File: config.mk
export PLATFORM = sky130hd
export DESIGN_NAME = jtframe_sdram_rrarb_flat
export DESIGN_NICKNAME = d
export VERILOG_FILES = /design/src/rtl/jtframe_sdram_rrarb_if.sv /design/src/rtl/jtframe_sdram_rrarb.sv /design/src/flat_wrapper.sv
export SDC_FILE = /design/constraint.sdc
export NUM_CORES = 1
export LEC_CHECK = 0
export ABC_CLOCK_PERIOD_IN_PS = 3720
export CAP_MARGIN = 20
export CELL_PAD_IN_SITES_DETAIL_PLACEMENT = 2
export CELL_PAD_IN_SITES_GLOBAL_PLACEMENT = 2
export CORE_MARGIN = 2
export CORE_UTILIZATION = 21
export CTS_BUF_LIST = sky130_fd_sc_hd__clkbuf_16
export CTS_CLUSTER_SIZE = 40
export DETAILED_ROUTE_END_ITERATION = 8
export PLACE_DENSITY_LB_ADDON = 0.1
export SETUP_SLACK_MARGIN = 0.05
export SLEW_MARGIN = 20
export SYNTH_ARGS = -nofsm -noshare
export SYNTH_HDL_FRONTEND = slang
export SYNTH_SLANG_ARGS = --single-unit
File: constraint.sdc
create_clock -name clk -period 3.72 [get_ports clk]
set_input_delay 0.93 -clock clk [delete_from_list [all_inputs] [get_ports clk]]
set_output_delay 0.93 -clock clk [all_outputs]
set_load 0.005 [all_outputs]
File: src/rtl/jtframe_sdram_rrarb_if.sv
// jtframe_sdram_rrarb_if: requester and SDRAM-controller handshake bundle for the round-robin scheduler
// Signals:
//   req/rnw/addr/din/wrmask  - packed per-requester request fields (driven by requesters)
//   gnt/done                 - per-requester grant and completion pulse (driven by scheduler)
//   sdram_rd/sdram_wr/sdram_addr/data_write/sdram_wrmask - command to the controller
//   sdram_ack/data_rdy       - controller accept and completion
//   timeout_err              - sticky watchdog flag
interface jtframe_sdram_rrarb_if #(
    parameter int N      = 4,
    parameter int SDRAMW = 22
);
    logic [N-1:0]        req;
    logic [N-1:0]        rnw;
    logic [N*SDRAMW-1:0] addr;
    logic [N*16-1:0]     din;
    logic [N*2-1:0]      wrmask;
    logic [N-1:0]        gnt;
    logic [N-1:0]        done;
    logic                sdram_rd;
    logic                sdram_wr;
    logic [SDRAMW-1:0]   sdram_addr;
    logic [15:0]         data_write;
    logic [1:0]          sdram_wrmask;
    logic                sdram_ack;
    logic                data_rdy;
    logic                timeout_err;
    modport slave (
        input  req, rnw, addr, din, wrmask, sdram_ack, data_rdy,
        output gnt, done, sdram_rd, sdram_wr, sdram_addr, data_write, sdram_wrmask, timeout_err
    );
    modport master (
        output req, rnw, addr, din, wrmask, sdram_ack, data_rdy,
        input  gnt, done, sdram_rd, sdram_wr, sdram_addr, data_write, sdram_wrmask, timeout_err
    );
endinterface

File: src/rtl/jtframe_sdram_rrarb.sv
// jtframe_sdram_rrarb: round-robin SDRAM access scheduler with write precedence, read-starvation guard and watchdog
// Ports:
//   clk  - clock
//   rst  - synchronous reset, active-high
//   bus  - slave side of jtframe_sdram_rrarb_if: requests in, gnt/done out,
//          registered SDRAM command out, sdram_ack/data_rdy in, sticky timeout_err out
module jtframe_sdram_rrarb #(
    parameter int N      = 4,
    parameter int SDRAMW = 22,
    parameter int WRPRIO = 1,
    parameter int STARVE = 4,
    parameter int TOUT   = 255
) (
    input  logic                  clk,
    input  logic                  rst,
    jtframe_sdram_rrarb_if.slave  bus
);
    localparam int PW = $clog2(N);
    typedef enum logic [1:0] {IDLE, ISSUE, WAIT} state_t;
    state_t            state_q, state_d;
    logic [PW-1:0]     ptr_q, ptr_d, win;
    logic [PW:0]       sum;
    logic [3:0]        skip_q, skip_d;
    logic [9:0]        wd_q, wd_d;
    logic [N-1:0]      gnt_q, gnt_d, elig, wr_elig, cand, rot;
    logic              rd_q, rd_d, wr_q, wr_d, terr_q, terr_d;
    logic [SDRAMW-1:0] addr_q, addr_d;
    logic [15:0]       dw_q, dw_d;
    logic [1:0]        mask_q, mask_d;
    logic              busy, complete, tout, restrict_w, hit, arb, win_rd, drop_cmd;
    // The requester finishing this cycle is excluded so it cannot be re-granted back to back.
    assign elig       = bus.req & ~gnt_q;
    assign wr_elig    = elig & ~bus.rnw;
    assign restrict_w = (WRPRIO != 0) && (|wr_elig) && (skip_q < 4'(STARVE));
    assign cand       = restrict_w ? wr_elig : elig;
    assign busy       = state_q != IDLE;
    assign complete   = busy & bus.data_rdy;
    assign tout       = busy & ~bus.data_rdy & (wd_q == 10'(TOUT - 1));
    assign drop_cmd   = complete | tout | (state_q == ISSUE & bus.sdram_ack);
    // Rotate candidates so bit 0 is the requester at ptr; lowest set bit is the winner.
    always_comb begin
        rot = N'({cand, cand} >> ptr_q);
        hit = |rot;
        sum = '0;
        for (int k = N - 1; k >= 0; k--)
            if (rot[k]) sum = {1'b0, ptr_q} + (PW+1)'(k);
        win = sum >= (PW+1)'(N) ? PW'(sum - (PW+1)'(N)) : PW'(sum);
    end
    assign win_rd = bus.rnw[win];
    assign arb    = hit & (~busy | complete);
    always_ff @(posedge clk)
        state_q <= rst ? IDLE : state_d;
    always_comb
        state_d = arb ? ISSUE : (complete | tout) ? IDLE : (state_q == ISSUE & bus.sdram_ack) ? WAIT : state_q;
    always_comb begin
        gnt_d  = arb ? N'(1) << win : (complete | tout) ? '0 : gnt_q;
        rd_d   = arb ? win_rd : drop_cmd ? 1'b0 : rd_q;
        wr_d   = arb ? ~win_rd : drop_cmd ? 1'b0 : wr_q;
        addr_d = arb ? bus.addr[win*SDRAMW +: SDRAMW] : addr_q;
        dw_d   = arb ? bus.din[win*16 +: 16] : dw_q;
        mask_d = arb ? (win_rd ? 2'b11 : bus.wrmask[win*2 +: 2]) : mask_q;
        ptr_d  = arb ? (win == PW'(N - 1) ? '0 : win + PW'(1)) : ptr_q;
        // A read counts as skipped whenever a write is chosen by the restricted search while any read is eligible.
        skip_d = !arb ? skip_q : win_rd ? 4'd0 : (restrict_w & |(elig & bus.rnw)) ? skip_q + 4'd1 : skip_q;
        wd_d   = (arb | tout) ? 10'd0 : busy ? wd_q + 10'd1 : wd_q;
        terr_d = terr_q | tout;
    end
    always_ff @(posedge clk) begin
        if (rst) begin
            gnt_q  <= '0;
            rd_q   <= 1'b0;
            wr_q   <= 1'b0;
            addr_q <= '0;
            dw_q   <= '0;
            mask_q <= 2'b11;
            ptr_q  <= '0;
            skip_q <= '0;
            wd_q   <= '0;
            terr_q <= 1'b0;
        end else begin
            gnt_q  <= gnt_d;
            rd_q   <= rd_d;
            wr_q   <= wr_d;
            addr_q <= addr_d;
            dw_q   <= dw_d;
            mask_q <= mask_d;
            ptr_q  <= ptr_d;
            skip_q <= skip_d;
            wd_q   <= wd_d;
            terr_q <= terr_d;
        end
    end
    assign bus.gnt          = gnt_q;
    assign bus.done         = gnt_q & {N{bus.data_rdy}};
    assign bus.sdram_rd     = rd_q;
    assign bus.sdram_wr     = wr_q;
    assign bus.sdram_addr   = addr_q;
    assign bus.data_write   = dw_q;
    assign bus.sdram_wrmask = mask_q;
    assign bus.timeout_err  = terr_q;
endmodule
File: src/flat_wrapper.sv
// flat-port wrapper written by rule: the top's interface ports become plain ports
module jtframe_sdram_rrarb_flat 
#(
    parameter int N      = 4,
    parameter int SDRAMW = 22,
    parameter int WRPRIO = 1,
    parameter int STARVE = 4,
    parameter int TOUT   = 255
)
  (clk, rst, bus_req, bus_rnw, bus_addr, bus_din, bus_wrmask, bus_sdram_ack, bus_data_rdy, bus_gnt, bus_done, bus_sdram_rd, bus_sdram_wr, bus_sdram_addr, bus_data_write, bus_sdram_wrmask, bus_timeout_err);
  jtframe_sdram_rrarb_if #(.N(N), .SDRAMW(SDRAMW)) bus_i ();
  input  logic clk;
  input  logic rst;
  input wire logic [$bits(bus_i.req)-1:0] bus_req;
  input wire logic [$bits(bus_i.rnw)-1:0] bus_rnw;
  input wire logic [$bits(bus_i.addr)-1:0] bus_addr;
  input wire logic [$bits(bus_i.din)-1:0] bus_din;
  input wire logic [$bits(bus_i.wrmask)-1:0] bus_wrmask;
  input wire logic [$bits(bus_i.sdram_ack)-1:0] bus_sdram_ack;
  input wire logic [$bits(bus_i.data_rdy)-1:0] bus_data_rdy;
  output wire logic [$bits(bus_i.gnt)-1:0] bus_gnt;
  output wire logic [$bits(bus_i.done)-1:0] bus_done;
  output wire logic [$bits(bus_i.sdram_rd)-1:0] bus_sdram_rd;
  output wire logic [$bits(bus_i.sdram_wr)-1:0] bus_sdram_wr;
  output wire logic [$bits(bus_i.sdram_addr)-1:0] bus_sdram_addr;
  output wire logic [$bits(bus_i.data_write)-1:0] bus_data_write;
  output wire logic [$bits(bus_i.sdram_wrmask)-1:0] bus_sdram_wrmask;
  output wire logic [$bits(bus_i.timeout_err)-1:0] bus_timeout_err;
  assign bus_i.req = bus_req;
  assign bus_i.rnw = bus_rnw;
  assign bus_i.addr = bus_addr;
  assign bus_i.din = bus_din;
  assign bus_i.wrmask = bus_wrmask;
  assign bus_i.sdram_ack = bus_sdram_ack;
  assign bus_i.data_rdy = bus_data_rdy;
  assign bus_gnt = bus_i.gnt;
  assign bus_done = bus_i.done;
  assign bus_sdram_rd = bus_i.sdram_rd;
  assign bus_sdram_wr = bus_i.sdram_wr;
  assign bus_sdram_addr = bus_i.sdram_addr;
  assign bus_data_write = bus_i.data_write;
  assign bus_sdram_wrmask = bus_i.sdram_wrmask;
  assign bus_timeout_err = bus_i.timeout_err;
  jtframe_sdram_rrarb #(.N(N), .SDRAMW(SDRAMW), .WRPRIO(WRPRIO), .STARVE(STARVE), .TOUT(TOUT)) u_core (.clk(clk), .rst(rst), .bus(bus_i));
endmodule
==> results.yml <==
flow_run:
  cap_violations: 0
cts:
  cts_hold_buffers: 0
  numCtsBuffers: 9
  clkLatencyLatePin_ps: 340
  cts_setup_buffers: 0
  htree_levels: 3
  cts_buffer_depth: 2
  root_buffer: "clkbuf_16"
  cts_resized: 0
  clock_sinks: 65
  clk_transition_reported_paths_ps: 60
  tritoncts: "yes"
timing:
  timing.fmax_ghz: 0.284
  period_share_pct: 94.7
  layout_setup_ws_ps: 198
  maxSlewViolCount: 0
  max_slew_margin_pct: 71.8
  finClkSkew_ps: 6.88
  worst_slew_pin_slew_ps: 422
  hold_violations: 0
  setup_viol_count_final: 0
  period_needed_ps: 3520
  rsz0062_at_grt: "no"
  hold_slack_ps: 472
placed_design:
  post-place-ws_ps: -168
  io_buffers: 222
  dp_hpwl_um: 13000
  place.gp.congestion: 0.786
worst_setup_path:
  path_cells: "clkdlybuf4s50_1 -> or3b_4 -> and2_4 -> a221oi_1 -> nor2_1 -> a31oi_4 -> buf_12 -> mux2_1 -> a221o_1"
  crit_required_ps: 3950
  crit_type: "in -> reg"
  regToRegSetupSlack_ps: 880
  path_max_fanout: 35
  crit_slowest_cell: "clkdlybuf4s50_1"
  cp_num_buf_inv: 2
  reg2regPathDepth: 8
  startpoint_type: "input port"
  slowest_delay_ps: 470
  arrival_ps: 3750
  end_kind: "register"
  crit_family: "compound AO/OA/AOI/OAI gates"
  worst_r2r_endpoint: "u_core.bus.sdram_addr[10]"
  r2r-start: "u_core.bus.gnt[3]"
grt:
  grt_max_degree: 42
  antenna_found_initial: 1
  grt_pass1_vias: 4676
  grtUsageTotal_pct: 16.9
  grt_first_pass_wirelength_um: 25600
  grt_overflow: 0
die:
  die_y_um: 140
  placementRows: 49
  die_w_um: 140
  start_util_pct: 21.4
  io_pins: 223
  coreArea_um2: 18000
  fp.dieArea_um2: 19500
logic_synthesis:
  yosysTopAreaCellShare_pct: 33.7
  synth-seq-area-share_pct: 33.7
  yosysTopAreaCell: "dfxtp_1"
  ys_ff_latch: 65
  yosys_most_used_dff: "dfxtp_1"
  synthCells: 397
  synth_cell_types: 54
  synth-async-reset-ratio_pct: 0
  synth_edf_count: 0
  synth.cell_area_um2: 3860
  yosys_warnings: 0
  synth_area_leaders: "dfxtp_1, mux2_1, a221o_1, mux2i_1, nor2_1"
  postSynthAreaPerCell_um2: 9.73
  synth_fp_nets: 576
drt:
  wl_per_cell_um: 19.1
  wl_um: 16500
  first_pass_iters: 4
  postRouteAntennaNets: 0
  drtIter0Drc: 107
  vias_per_cell: 4.77
  via_count: 4113
  drc: 0
cells_and_area:
  fillers: 1937
  drive_gt1_share_pct: 12.2
  final_common_cell: "clkdlybuf4s50_1"
  finalNetCount: 806
  layout_common_cells: "clkdlybuf4s50_1, dfxtp_1, nor2_1"
  fin_util_pct: 37.5
  area_delta_synth_final_pct: 75.1
power:
  power_frac_clock_pct: 23.6
  p_sw_uw: 1210
  power_frac_comb_pct: 48.2
  seqPwrFrac_pct: 28.2
  ir_drop_mv: 0.229
  power.total_uw: 3600
  power_density_nw_per_um2: 532
  p_sw_share_pct: 33.7
  p_int_uw: 2380
  p_leak_uw: 0.00252
hold_path:
  hp-class: "reg -> reg"
  hold_depth: 2
  min_from: "u_core.bus.timeout_err"
  whs_endpoint: "u_core.bus.timeout_err"
outcome:
  status: "finished clean"
-- synthesized netlist by cell type, types with 2 or more instances --
cell	count
a22oi_1	4
buf_2	6
nor3_1	6
nor2_2	20
nand2_1	10
a31oi_1	2
buf_6	5
ha_1	7
xor2_1	8
dfxtp_1	65
a211oi_1	2
or3b_1	3
and3_1	4
nor3b_1	3
clkbuf_1	12
nand4_1	4
o32ai_1	2
mux2_1	37
or3b_4	2
nand2b_1	5
nor2_1	45
o31ai_1	4
and2_1	5
buf_4	4
inv_1	6
or3_1	6
a31oi_2	3
nand3_1	6
nand3b_1	3
mux2i_1	38
inv_2	2
a21oi_1	6
a221oi_1	3
a221o_1	39
-- stage by stage --
| step | cell area [µm²] | setup TNS (ps) | cells |
|---|---|---|---|
| after global placement | 6460 | -2060 | 845 |
| after detailed placement | 6460 | -4370 | 845 |
| after floorplan | 3860 | 0 | 397 |
| final | 6760 | 0 | 862 |
| after global routing | 6760 | 0 | 862 |
| after CTS | 6760 | 0 | 861 |
-- power groups by stage --
stage               combinational (µW)  sequential (µW)  clock [µW]
floorplan                          895             1010           0
global route                      1900             1050         922
CTS                               1780             1020         883
detailed placement                1770             1030           0
finish                            1730             1010         848
global placement                  1740             1020           0
-- cell type report --
type	instances	area, µm²	share of cell area, %
inverters	8	30.0	0.444
repair buffers	246	2450	36.3
clock inverters	7	70.1	1.04
flip-flops and latches	65	1300	19.2
diodes	1	2.50	0.0370
clock buffers	9	225	3.33
multi-input cells	297	2390	35.4
well taps	229	287	4.24
-- metal layers --
metal | wire length (µm) | GRT usage [%] | up-vias
met5 | 0 | 0 | -
met4 | 165 | 4.16 | 0
met3 | 1430 | 7.16 | 14
met2 | 8400 | 30.1 | 130
met1 | 6490 | 18.6 | 2019
li1 | - | - | 1950
-- state kept, by name, indices dropped and copies added (netlist names) --
register / cells
u_core.bus.data_write: 16
u_core.bus.gnt: 4
u_core.bus.sdram_addr: 22
u_core.bus.sdram_rd: 1
u_core.bus.sdram_wr: 1
u_core.bus.sdram_wrmask: 2
u_core.bus.timeout_err: 1
u_core.ptr_q: 2
u_core.skip_q: 4
u_core.state_q: 2
u_core.wd_q: 10
-- worst reg2reg max path, cell delays in order (launching register included) --
cell	delay [ps]
dfxtp_1	370
or3b_4	450
and2_4	170
a221oi_1	320
nor2_1	110
a31oi_4	270
buf_12	270
mux2_1	440
a221o_1	330
-- kinds of logic after synthesis --
kind of cell / after synthesis / synth area share, %
buffers and inverters: 35 / 4.96
AOI/OAI and AO/OA: 75 / 17.6
xor gates and xnor gates: 9 / 2.04
adders and majority gates: 7 / 2.27
and+or+nand+nor: 129 / 17.9
DFF: 65 / 33.7
muxes: 77 / 21.5
-- worst max-delay path by stage --
stage               start  slack (ps)                        end  cells past startpoint
5_1_grt        bus_rnw[2]          80          u_core.bus.gnt[1]                     12
2_1_floorplan  bus_rnw[2]         600   u_core.bus.data_write[0]                      9
6_report       bus_rnw[2]         200  u_core.bus.sdram_addr[10]                      9
3_5_place_dp   bus_rnw[2]        -170  u_core.bus.sdram_addr[21]                     11
3_3_place_gp   bus_rnw[2]        -110  u_core.bus.sdram_addr[10]                      9
4_1_cts        bus_rnw[2]         190  u_core.bus.sdram_addr[21]                     11
(Power assumes the default switching activity.)
